==> config.mk <==
export PLATFORM = sky130hd
export DESIGN_NAME = microwave_controller
export DESIGN_NICKNAME = d
export VERILOG_FILES = /design/src/rtl/microwave_controller.sv
export SDC_FILE = /design/constraint.sdc
export NUM_CORES = 1
export LEC_CHECK = 0
export ABC_AREA = 1
export CAP_MARGIN = 20
export CORE_MARGIN = 10
export CORE_UTILIZATION = 40
export DETAILED_ROUTE_END_ITERATION = 12
export SLEW_MARGIN = 10
export SYNTH_ARGS = -nofsm -noshare
export SYNTH_HDL_FRONTEND = slang
export SYNTH_SLANG_ARGS = --single-unit
export TNS_END_PERCENT = 50
==> constraint.sdc <==
create_clock -name clk -period 1.85 [get_ports clk]
set_input_delay 0.2775 -clock clk [delete_from_list [all_inputs] [get_ports clk]]
set_output_delay 0.2775 -clock clk [all_outputs]
set_load 0.05 [all_outputs]
==> src/rtl/microwave_controller.sv <==
// Microwave oven controller.
// Collects up to three keypad digits into an external count-down timer,
// runs the magnetron while the door is closed and time remains, supports
// pause/resume and stop/clear, and beeps for BEEP_CYCLES once the timer
// reaches 0:00.
//
// Parameters:
//   TICK_DIV    - clk cycles per one-second count strobe (>= 2)
//   BEEP_CYCLES - done-beep duration in clk cycles (>= 1)
// Ports:
//   clk          - system clock, all state updates on rising edge
//   clr          - synchronous active-high reset
//   key_valid    - one-cycle keypad strobe
//   key_data     - keypad digit, valid with key_valid
//   start        - start/resume button level
//   stop_clear   - stop/clear button level
//   door_closed  - 1 = door closed
//   timer_zero   - timer reports 0:00
//   timer_clrn   - active-low clear to timer
//   timer_loadn  - active-low digit load to timer
//   timer_data   - digit presented to timer
//   timer_enable - one-cycle count-down strobe to timer
//   mag_on       - magnetron drive
//   beep         - done indicator
//   state        - IDLE=0, ENTRY=1, COOKING=2, PAUSED=3, DONE=4
module microwave_controller #(
  parameter int unsigned TICK_DIV    = 100,
  parameter int unsigned BEEP_CYCLES = 300
) (
  input  logic       clk,
  input  logic       clr,
  input  logic       key_valid,
  input  logic [3:0] key_data,
  input  logic       start,
  input  logic       stop_clear,
  input  logic       door_closed,
  input  logic       timer_zero,
  output logic       timer_clrn,
  output logic       timer_loadn,
  output logic [3:0] timer_data,
  output logic       timer_enable,
  output logic       mag_on,
  output logic       beep,
  output logic [2:0] state
);

  typedef enum logic [2:0] {
    IDLE    = 3'd0,
    ENTRY   = 3'd1,
    COOKING = 3'd2,
    PAUSED  = 3'd3,
    DONE    = 3'd4
  } state_t;

  localparam int unsigned PW = $clog2(TICK_DIV);
  localparam int unsigned BW = $clog2(BEEP_CYCLES + 1);
  localparam logic [PW-1:0] PRESC_MAX = PW'(TICK_DIV - 1);
  localparam logic [BW-1:0] BEEP_MAX  = BW'(BEEP_CYCLES - 1);

  state_t        cur_state;
  logic [1:0]    digit_cnt;
  logic [PW-1:0] presc;
  logic [BW-1:0] beep_cnt;
  logic          key_ok;

  assign key_ok = key_valid && (key_data <= 4'd9) && (digit_cnt != 2'd3);
  assign state  = cur_state;

  always_ff @(posedge clk) begin
    if (clr) begin
      cur_state    <= IDLE;
      digit_cnt    <= '0;
      presc        <= '0;
      beep_cnt     <= '0;
      timer_clrn   <= 1'b0;
      timer_loadn  <= 1'b1;
      timer_data   <= '0;
      timer_enable <= 1'b0;
      mag_on       <= 1'b0;
      beep         <= 1'b0;
    end else begin
      // Every output is a one-cycle pulse or level re-asserted by its state,
      // so defaults here give the idle values for any cycle not overridden.
      timer_clrn   <= 1'b1;
      timer_loadn  <= 1'b1;
      timer_data   <= '0;
      timer_enable <= 1'b0;
      mag_on       <= 1'b0;
      beep         <= 1'b0;

      case (cur_state)
        IDLE: begin
          if (!stop_clear && key_ok) begin
            timer_loadn <= 1'b0;
            timer_data  <= key_data;
            digit_cnt   <= digit_cnt + 2'd1;
            cur_state   <= ENTRY;
          end
        end

        ENTRY: begin
          if (stop_clear) begin
            timer_clrn <= 1'b0;
            digit_cnt  <= '0;
            cur_state  <= IDLE;
          end else if (start && door_closed && !timer_zero) begin
            presc     <= '0;
            mag_on    <= 1'b1;
            cur_state <= COOKING;
          end else if (key_ok) begin
            timer_loadn <= 1'b0;
            timer_data  <= key_data;
            digit_cnt   <= digit_cnt + 2'd1;
          end
        end

        COOKING: begin
          if (stop_clear || !door_closed) begin
            cur_state <= PAUSED;
          end else if (timer_zero) begin
            beep      <= 1'b1;
            beep_cnt  <= '0;
            cur_state <= DONE;
          end else begin
            mag_on <= 1'b1;
            if (presc == PRESC_MAX) begin
              presc        <= '0;
              timer_enable <= 1'b1;
            end else begin
              presc <= presc + 1'b1;
            end
          end
        end

        PAUSED: begin
          // Prescaler is left untouched so a resume continues the current second.
          if (stop_clear) begin
            timer_clrn <= 1'b0;
            digit_cnt  <= '0;
            presc      <= '0;
            cur_state  <= IDLE;
          end else if (start && door_closed) begin
            mag_on    <= 1'b1;
            cur_state <= COOKING;
          end
        end

        DONE: begin
          if (stop_clear || key_valid || (beep_cnt == BEEP_MAX)) begin
            digit_cnt <= '0;
            cur_state <= IDLE;
          end else begin
            beep     <= 1'b1;
            beep_cnt <= beep_cnt + 1'b1;
          end
        end

        default: cur_state <= IDLE;
      endcase
    end
  end

endmodule

* After elaboration in Yosys (flattened, before gate mapping)
Index checks and enable logic that the tools add are counted.
** Operators by class
- Muxes and demuxes :: 51
- Order comparisons :: 1
- Reduce and logical (&&, ||, !) cells :: 21
- Bitwise operators :: 1
- Equal/unequal tests :: 21
- $add $sub $neg :: 3
** Operator list (number)
- 7-bit two-way mux :: 6
- 9-bit two-way mux :: 3
- 3-bit two-way mux :: 8
- 7-bit case mux with 3 select lines :: 1
- 2-bit != test (second input constant) :: 10
- 9-bit case mux with 2 select lines :: 1
- 1-bit two-way mux :: 16
- 4-bit two-way mux :: 4
- 3-bit != test (second input constant) :: 5
- 3-bit case mux with 5 select lines :: 1
- 2-bit two-way mux :: 6
- 6-bit AND reduction :: 2
- 9-bit by 1-bit adder with 9-bit output (second input constant) :: 1
- 9-bit == test (second input constant) :: 1
- 2-bit case mux with 4 select lines :: 1
- 4-bit case mux with 2 select lines :: 1
- 7-bit by 1-bit adder with 7-bit output (second input constant) :: 1
- 7-bit == test (second input constant) :: 1
- 3-bit by 2-bit == test with 1-bit output (second input constant) :: 2
- 1-bit logical AND :: 5
- 5-bit AND reduction :: 1
- 4-bit less-or-equal comparator (second input constant) :: 1
- 1-bit case mux with 2 select lines :: 2
- 4-bit AND reduction :: 1
- other kinds (13) :: 17
** Storage, ports and cells
- Bits of input ports :: 11
- Bits in registers :: 30
- Output and inout bits :: 12

* Longest topological paths before layout
Gate-level depths: netlist of run 1.
- Word-level depth :: 7
- Mapped depth :: 10

* Worst setup path before layout of run 1
No wires, ideal clock.
- Kind :: reg2reg
- Start :: register cur_state[1] (netlist: state[1])
- End :: register beep_cnt[8]
- Required time :: 1735 ps
- Stages on the path, launching flop included :: 10
- Arrival time :: 1577 ps
- Slack :: 158 ps
- Cell sequence :: dfxtp_1 -> buf_2 -> nor2_2 -> nand2_1 -> nor2_2 -> nand2_2 -> nand2_4 -> buf_6 -> a21oi_1 -> nor2_1
** On the way
- Cells in the longest elaborated chain, start to end :: 3
** RTL lines
- start: declaration :: RTL line 60 : state_t cur_state;
- start signal: assignment :: RTL line 71 : cur_state <= IDLE;
- start signal: assignment :: RTL line 97 : cur_state <= ENTRY;
- start signal: assignment :: RTL line 105 : cur_state <= IDLE;
- 3-bit == test or 3-bit by 2-bit == test with 1-bit output (tied branches) :: RTL line 91 : case (cur_state)
- 2-bit != test (no source line) or 2-bit nonzero test (tied branches)
- 4-bit AND reduction (no source line)
- end signal: assignment :: RTL line 154 : beep_cnt <= beep_cnt + 1'b1;
- end: declaration :: RTL line 63 : logic [BW-1:0] beep_cnt;
Parallel ways exist; a longest one is shown, timed or not.
A chain may end at the register's enable or synchronous reset.

* Final worst setup path of run 1
- Start :: register timer_loadn
- End :: output timer_loadn
** RTL lines
- start: declaration :: RTL line 39 : output logic timer_loadn,
- start signal: assignment :: RTL line 76 : timer_loadn <= 1'b1;
- start signal: assignment :: RTL line 85 : timer_loadn <= 1'b1;
- start signal: assignment :: RTL line 94 : timer_loadn <= 1'b0;
No word-level cell between the ends.

==> results.md, run 1 <==
- Starting density of the core: 41.6%
- Top achievable clock speed: between 500 and 600 MHz
- Post-cts gate resize count: 0
- Post-DRT Antenna Nets: 0
- Cell area after technology mapping: 0.00166 mm2
- Crit-path max cell delay: 0.80 ns
- Pin count of the biggest net entering global routing: 18
- Met3 routed wirelength: around 220 um
- Required time of the critical path: 1.57 ns
- Static leakage power: 0.842 nW
- Max-slew violation total from the final report: 0
- Antenna diodes: 0
- Number of top-level pins: 23
- CTS sink count: 30
- Yosys Warn Count: 0
- Row cnt: 23
- Total grt overflow: 0
- Synth Register Bits: 30
- Critical-path cell list: clkdlybuf4s50_1
- Worst reg-to-reg setup slack: 0.31 ns
- GPL Wtd Cong: 0.855
- Count of unique library cells instantiated by Yosys: 26
- Clock buffers created by TritonCTS: 5
- Length of routed met2 wiring: approximately 1.7 mm
- Met1 WL: 1.84 mm
- Worst Setup Start Kind: register
- Maximum vdd ir drop: 0.000468 V
- Die boundary height: 84.5 um
- Drc violations: 0
- Slew @ Worst Pin: 0.503 ns
- Die boundary width: 84.5 um
- Count of maximum capacitance violations: 0
- Post-Route WL: 3.82 mm
- Number of hold-repair buffers added at the cts stage: 0
- Number of cell instances on the worst register-to-register path: 10
- Clock H-tree levels: 2
- Topmost layer with routed signal wires: met4
- Max stage delay cell, worst path: clkdlybuf4s50_1
- Number of search-and-repair iterations in the first detailed-routing pass: 4
- Final routed wire length divided by cell count: 11.4 um
- Endpoint of the worst-slack reg-to-reg timing path: state[0]$_SDFFE_PP0P_
- Worst clock skew: ~0.004 ns
- CP top delay family: buffers and inverters
- Final sum of negative setup slack: 0 ns
- Instance count of the mapped netlist: 255
- Clk slew on worst S/H paths: about 0.060 ns
- Endpoint of the worst hold-timing path: beep_cnt[7]$_SDFFE_PP0P_
- Fraction of the cycle the final worst path needs: approximately 90%
- Share of final-layout standard cells stronger than drive strength 1: 11.6%
- Vias post-DR: 1626
- Area of the die: 0.00714 mm2
- Final setup fails: 0
- Sequential cell area fraction in the yosys report: 36.1%
- Result of the run: completed
- Final hold viol count: 0
- Worst hold slack: 0.465 ns
- RSZ-0062 raised after global routing: false
- Latest clock arrival within the worst-skew pair: 0.28 ns
- Clock tree from TritonCTS: built
- Number of buffers and inverters on the critical path: 1
- Aggregate global-route resource usage: 11.3%
- Hold path startpoint: beep_cnt[7]$_SDFFE_PP0P_
- Final-stage net count: slightly below 300
- Worst reg2reg startpoint: beep_cnt[0]$_SDFFE_PP0P_
- Endpoint arrival time on the critical path: 1.39 ns
- Critical path type: register to output port
- Number of nets in the synthesized netlist: 269
- Mean post-synth cell area: approximately 6.5 um2
- Maximum fanout count along the critical path: 1
- P per Cell Area: 1130 mW/mm2
- Final HPWL DP: 2.95 mm
- Number of global-route vias before repair: 1564
- Count of cells along the worst hold path: 2
- Global-route wire length before repair: 6.81 mm
- Number of port buffers: 22
- Clock tree root driver cell: clkbuf_8
- Critical path endpoint category: output port
- HP Class: register to register
- Final critical path time including I/O delays and setup: 1.67 ns
- CTS Buffer Depth: 2
- Via-to-Cell Ratio: slightly below 5
- Post CTS Setup Buffer Count: 0
- Starting DRT DRC Count: 56
- P&R area growth vs syn: 22.4%
- Core outline area: ~0.004 mm2
- Tightest slew margin relative to the limit: 66.4%
- Number of antenna violations at the first check in global routing: 0
layout make-up:
cell class	instances	area (um2)
sequential	30	601
timing repair buffer	26	243
tap	50	62.6
fill	434	1960
clock inverter	1	5.00
multi-input combinational	194	938
clock buffer	7	86.3
inverter	27	101
cell usage after synthesis:
cell / n / area (um2)
nor2_1: 44 / 165
nand3b_1: 2 / 15.0
inv_1: 22 / 82.6
xor2_1: 2 / 17.5
clkinv_1: 1 / 3.75
or2_1: 1 / 6.26
a21oi_1: 17 / 85.1
nor3_1: 4 / 20.0
inv_2: 4 / 15.0
nand4_1: 4 / 25.0
xnor2_1: 1 / 8.76
nor4_1: 1 / 6.26
clkbuf_1: 2 / 7.51
dfxtp_1: 30 / 601
nand2_2: 1 / 6.26
buf_6: 1 / 11.3
nand2_4: 3 / 33.8
nor2_2: 4 / 25.0
o21ai_0: 5 / 25.0
nand3_2: 4 / 40.0
nor2_4: 3 / 33.8
ha_1: 3 / 37.5
nand3_1: 22 / 110
o21bai_1: 1 / 7.51
nand2_1: 72 / 270
buf_2: 1 / 5.00
where the power goes:
part	switching (mW)	internal (mW)
combinational	0.682	0.322
clock	0.240	0.299
sequential	0.0648	0.701
cells in the final DEF (no fill, tap or decap), drive strengths merged:
| cell | instances |
|---|---|
| inv | 26 |
| xor2 | 2 |
| nand3 | 26 |
| buf | 7 |
| nand2 | 76 |
| clkinv | 2 |
| nand3b | 2 |
| or2 | 1 |
| clkdlybuf4s50 | 19 |
| nor3 | 4 |
| nor2 | 51 |
| a21oi | 17 |
| ha | 3 |
| nand4 | 4 |
| clkbuf | 7 |
| xnor2 | 1 |
| dfxtp | 30 |
| o21ai | 5 |
| o21bai | 1 |
| nor4 | 1 |
flip-flops by register name, indices dropped and copies added (netlist names):
register and flops:
beep_cnt 9, presc 7, timer_data 4, state 3, digit_cnt 2, beep 1, mag_on 1, timer_clrn 1
timer_enable 1, timer_loadn 1
worst max path at each step:
stage | startpoint | end | cells after the start
after global placement | stop_clear | beep_cnt[1]$_SDFFE_PP0P_ | 9
after detailed placement | stop_clear | beep_cnt[1]$_SDFFE_PP0P_ | 9
after CTS | timer_loadn$_SDFF_PP1_ | timer_loadn | 1
after global routing | timer_clrn$_SDFF_PP0_ | timer_clrn | 1
after floorplan | state[1]$_SDFFE_PP0P_ | beep_cnt[8]$_SDFFE_PP0P_ | 9
final | timer_loadn$_SDFF_PP1_ | timer_loadn | 1
cells by family (layout without fill, tap and decap cells):
| family | Yosys count | after routing | synth area share (%) |
|---|---|---|---|
| AND/OR/NAND/NOR | 165 | 165 | 45.5 |
| buffers and inverters | 31 | 61 | 7.52 |
| flip-flops | 30 | 30 | 36.1 |
| AO/OA/AOI/OAI | 23 | 23 | 7.07 |
| adder cells (fa/ha/maj) | 3 | 3 | 2.26 |
| XOR/XNOR | 3 | 3 | 1.58 |
layer usage:
metal	track usage [%]	vias to the layer above
li1	-	866
met1	13.5	721
met2	17.3	32
met3	4.35	7
met4	5.09	0
met5	0	-
metrics by stage:
step	setup WS, ns	power, mW	instance area, um2	instances	utilization (%)
6_report	0.182	2.31	2040	335	50.9
5_1_grt	0.121	2.50	2040	335	50.9
4_1_cts	0.156	2.34	2040	335	50.9
3_5_place_dp	0.0971	1.79	1950	327	48.6
3_3_place_gp	0.118	1.79	1950	327	48.6
2_1_floorplan	0.158	1.54	1660	255	-
Power figures use the tool's default switching activity.
==> inputs of run 2 (changes only) <==
--- a/config.mk
+++ b/config.mk
@@ -5,7 +5,6 @@
 export SDC_FILE = /design/constraint.sdc
 export NUM_CORES = 1
 export LEC_CHECK = 0
-export ABC_AREA = 1
 export CAP_MARGIN = 20
 export CORE_MARGIN = 10
 export CORE_UTILIZATION = 40
==> results.md, run 2 <==
- HP Class: register to register
- Number of flip-flops under the largest register name: 9 (unchanged)
- Global-route wire length before repair: 6.90 mm (+1.3%)
- Core outline area: 0.00372 mm2 (-7.1%)
- Result of the run: completed
- Slew @ Worst Pin: 0.502 ns (-0.00117 ns)
- Area of the die: 0.00681 mm2 (-4.7%)
- Number of hold-repair buffers added at the cts stage: 0 (unchanged)
- Share of final-layout standard cells stronger than drive strength 1: 24.0% (+12 points)
- Number of inserted filler cells in the final layout: 351 (-19%)
- Maximum vdd ir drop: 0.000506 V (+8.3%)
- Yosys top cell area share: 38.4% (+2.3 points)
- Latest clock arrival within the worst-skew pair: 0.28 ns (about the same)
- Most frequent cells in the layout: 28 x buf_4, 27 x dfxtp_1, 18 x clkdlybuf4s50_1
- GPL Wtd Cong: 0.829 (-3.0%)
- Area of the multi-input gates: 893 um2 (-4.8%)
- Number of nets in the synthesized netlist: 191 (-29%)
- Most numerous cell types in the synthesized netlist: 30 x dfxtp_1, 18 x a21oi_1, 12 x nand2_1, 8 x inv_1, 8 x or3_1
- CTS sink count: 30 (unchanged)
- Number of top-level pins: 23 (unchanged)
- P&R area growth vs syn: 34.3%
- Met1 WL: 1.72 mm (-6.7%)
- Final routed wire length divided by cell count: 15.1 um (+32%)
- CTS Buffer Depth: 2 (unchanged)
- Fraction of the cycle the final worst path needs: 97.9% (+7.7 points)
- EDFF count, synth: 0 (unchanged)
- Register name with the most flops: beep_cnt
- Final critical path time including I/O delays and setup: 1.81 ns (+0.143 ns)
- Cell area after technology mapping: 0.00156 mm2 (-6.1%)
- Worst reg2reg startpoint: beep_cnt[1]$_SDFFE_PP0P_
- RSZ-0062 raised after global routing: true
- Count of unique library cells instantiated by Yosys: 52 (+100%)
- Starting density of the core: 42.1% (+0.45 points)
- Max-slew violation total from the final report: 0 (unchanged)
- Biggest area consumer among synthesized cells: dfxtp_1
- Number of antenna violations at the first check in global routing: 0 (unchanged)
- Required time of the critical path: 2.07 ns (+0.50 ns)
- Regs by FF count: beep_cnt x9, presc x7, timer_data x4
- Pin count of the biggest net entering global routing: 24 (+6)
- Via-to-Cell Ratio: 5.62 (+16%)
- Total grt overflow: 0 (unchanged)
- Drc violations: 0 (unchanged)
- Synth Register Bits: 30 (unchanged)
- Vias post-DR: 1535 (-5.6%)
- Final setup fails: 0 (unchanged)
- Final HPWL DP: 3.06 mm (+3.6%)
- Final hold viol count: 0 (unchanged)
- Critical path endpoint category: register
- Met3 routed wirelength: 245 um (+10%)
- Total area of sequential cells: 604 um2 (+0.63%)
- Yosys Warn Count: 0 (unchanged)
- Clock tree from TritonCTS: built
- Endpoint arrival time on the critical path: 2.03 ns (+0.64 ns)
- Starting DRT DRC Count: 81 (+45%)
- Die boundary height: 82.5 um (-2.4%)
- Number of port buffers: 22 (unchanged)
- Die boundary width: 82.5 um (-2.4%)
- Clk slew on worst S/H paths: 0.07 ns (about the same)
- Final-stage net count: 238 (-20%)
- Antenna diodes: 0 (unchanged)
- Final sum of negative setup slack: 0 ns (unchanged)
- Post-DRT Antenna Nets: 0 (unchanged)
- Startpoint of the worst setup timing path: door_closed
- Number of global-route vias before repair: 1555 (-0.58%)
- Critical path type: input port to register
- Top achievable clock speed: 552 MHz (-7.9%)
- Most common library cell in the layout ignoring fill and taps: buf_4
- Final core utilization: 56.5% (+5.5 points)
- P per Cell Area: 907 mW/mm2 (-20%)
- Number of search-and-repair iterations in the first detailed-routing pass: 4 (unchanged)
- Count of maximum capacitance violations: 0 (unchanged)
- Sequential cell area fraction in the yosys report: 38.4% (+2.3 points)
- Async SR Flop Fraction: 0% (unchanged)
- Clock H-tree levels: 2 (unchanged)
- Post-Route WL: 4.11 mm (+7.7%)
- Clock buffers created by TritonCTS: 5 (unchanged)
- Aggregate global-route resource usage: 12.7% (+1.4 points)
- Most used flip-flop cell after synthesis: dfxtp_1
- Topmost layer with routed signal wires: met4
- Row cnt: 22 (-4.3%)
- Cell types occupying the most area after synthesis: dfxtp_1 38%, a21oi_1 5.8%, or3_1 3.2%, buf_6 2.9%, nand2_1 2.9%
- Cell with the most instances after synthesis: dfxtp_1
- Worst Setup Start Kind: input port
- Maximum fanout count along the critical path: 4 (+3)
- Tightest slew margin relative to the limit: 66.4% (+0.078 points)
- Length of routed met2 wiring: 2.11 mm (+25%)
- Worst clock skew: 0.00711 ns (+0.00319 ns)
- Mean post-synth cell area: 8.83 um2 (+35%)
- Hold path startpoint: presc[1]$_SDFFE_PP0P_
- Instance count of the mapped netlist: 177 (-31%)
- Static leakage power: 0.767 nW (-9.0%)
- Design Power: 1.90 mW (-18%)
- Clock tree root driver cell: clkbuf_8
[run 2: what timing repair did]
action / 4_1_cts / 5_1_grt
cloned: 0 / 1
gates resized for setup: 2 / 5
setup buffers: 0 / 1
setup endpoints to repair: 2 / 7
pin swaps: 0 / 1
[run 2: per-layer routing]
layer  vias up  GRT usage (%)
met1       737           13.7
met5         -              0
li1        755              -
met4         0           4.52
met3         4           4.43
met2        39           22.3
[run 2: cell families (layout without fill, tap and decap cells)]
logic type	count (synthesis)	count (layout)	synth area share (%)
buffers and inverters	17	64	6.56
DFF	30	30	38.4
muxes	2	2	1.28
and+or+nand+nor	79	79	32.3
xor gates and xnor gates	2	2	1.12
AOI/OAI and AO/OA	44	45	17.9
adders and majority gates	3	3	2.40
[run 2: layout make-up]
class	instances	share of cell area [%]
clock buffer	7	4.11
clock inverter	1	0.239
inverter	8	1.43
multi-input combinational	131	42.6
sequential	30	28.8
tap	48	2.86
timing repair buffer	48	20.0
[run 2: critical path: stages]
cell and delay (ns):
clkdlybuf4s50_1 0.53, nand2_2 0.10, nor4_4 0.34, a21oi_1 0.14, or4_1 0.49, a21oi_1 0.15
[run 2: final timing paths]
path	endpoint	slack (ns)	cells past startpoint
max	beep_cnt[8]$_SDFFE_PP0P_	0.04	6
max reg2reg	beep_cnt[5]$_SDFFE_PP0P_	0.12	6
min reg2reg	presc[1]$_SDFFE_PP0P_	0.49	2
min	presc[1]$_SDFFE_PP0P_	0.49	2
[run 2: where the power goes]
group | switching [mW] | internal (mW)
Sequential | 0.0331 | 0.684
Clock | 0.241 | 0.300
Combinational | 0.378 | 0.267
[run 2: per-stage QoR]
stage | area (um2) | setup WS (ns) | hold slack [ns] | cells
detailed placement | 1970 | -0.279 | 0.471 | 263
global route | 2100 | -0.0156 | 0.509 | 273
global placement | 1970 | -0.212 | 0.465 | 263
finish | 2100 | 0.0389 | 0.490 | 273
floorplan | 1570 | 0.0174 | 0.399 | 177
CTS | 2060 | 0.0599 | 0.490 | 271
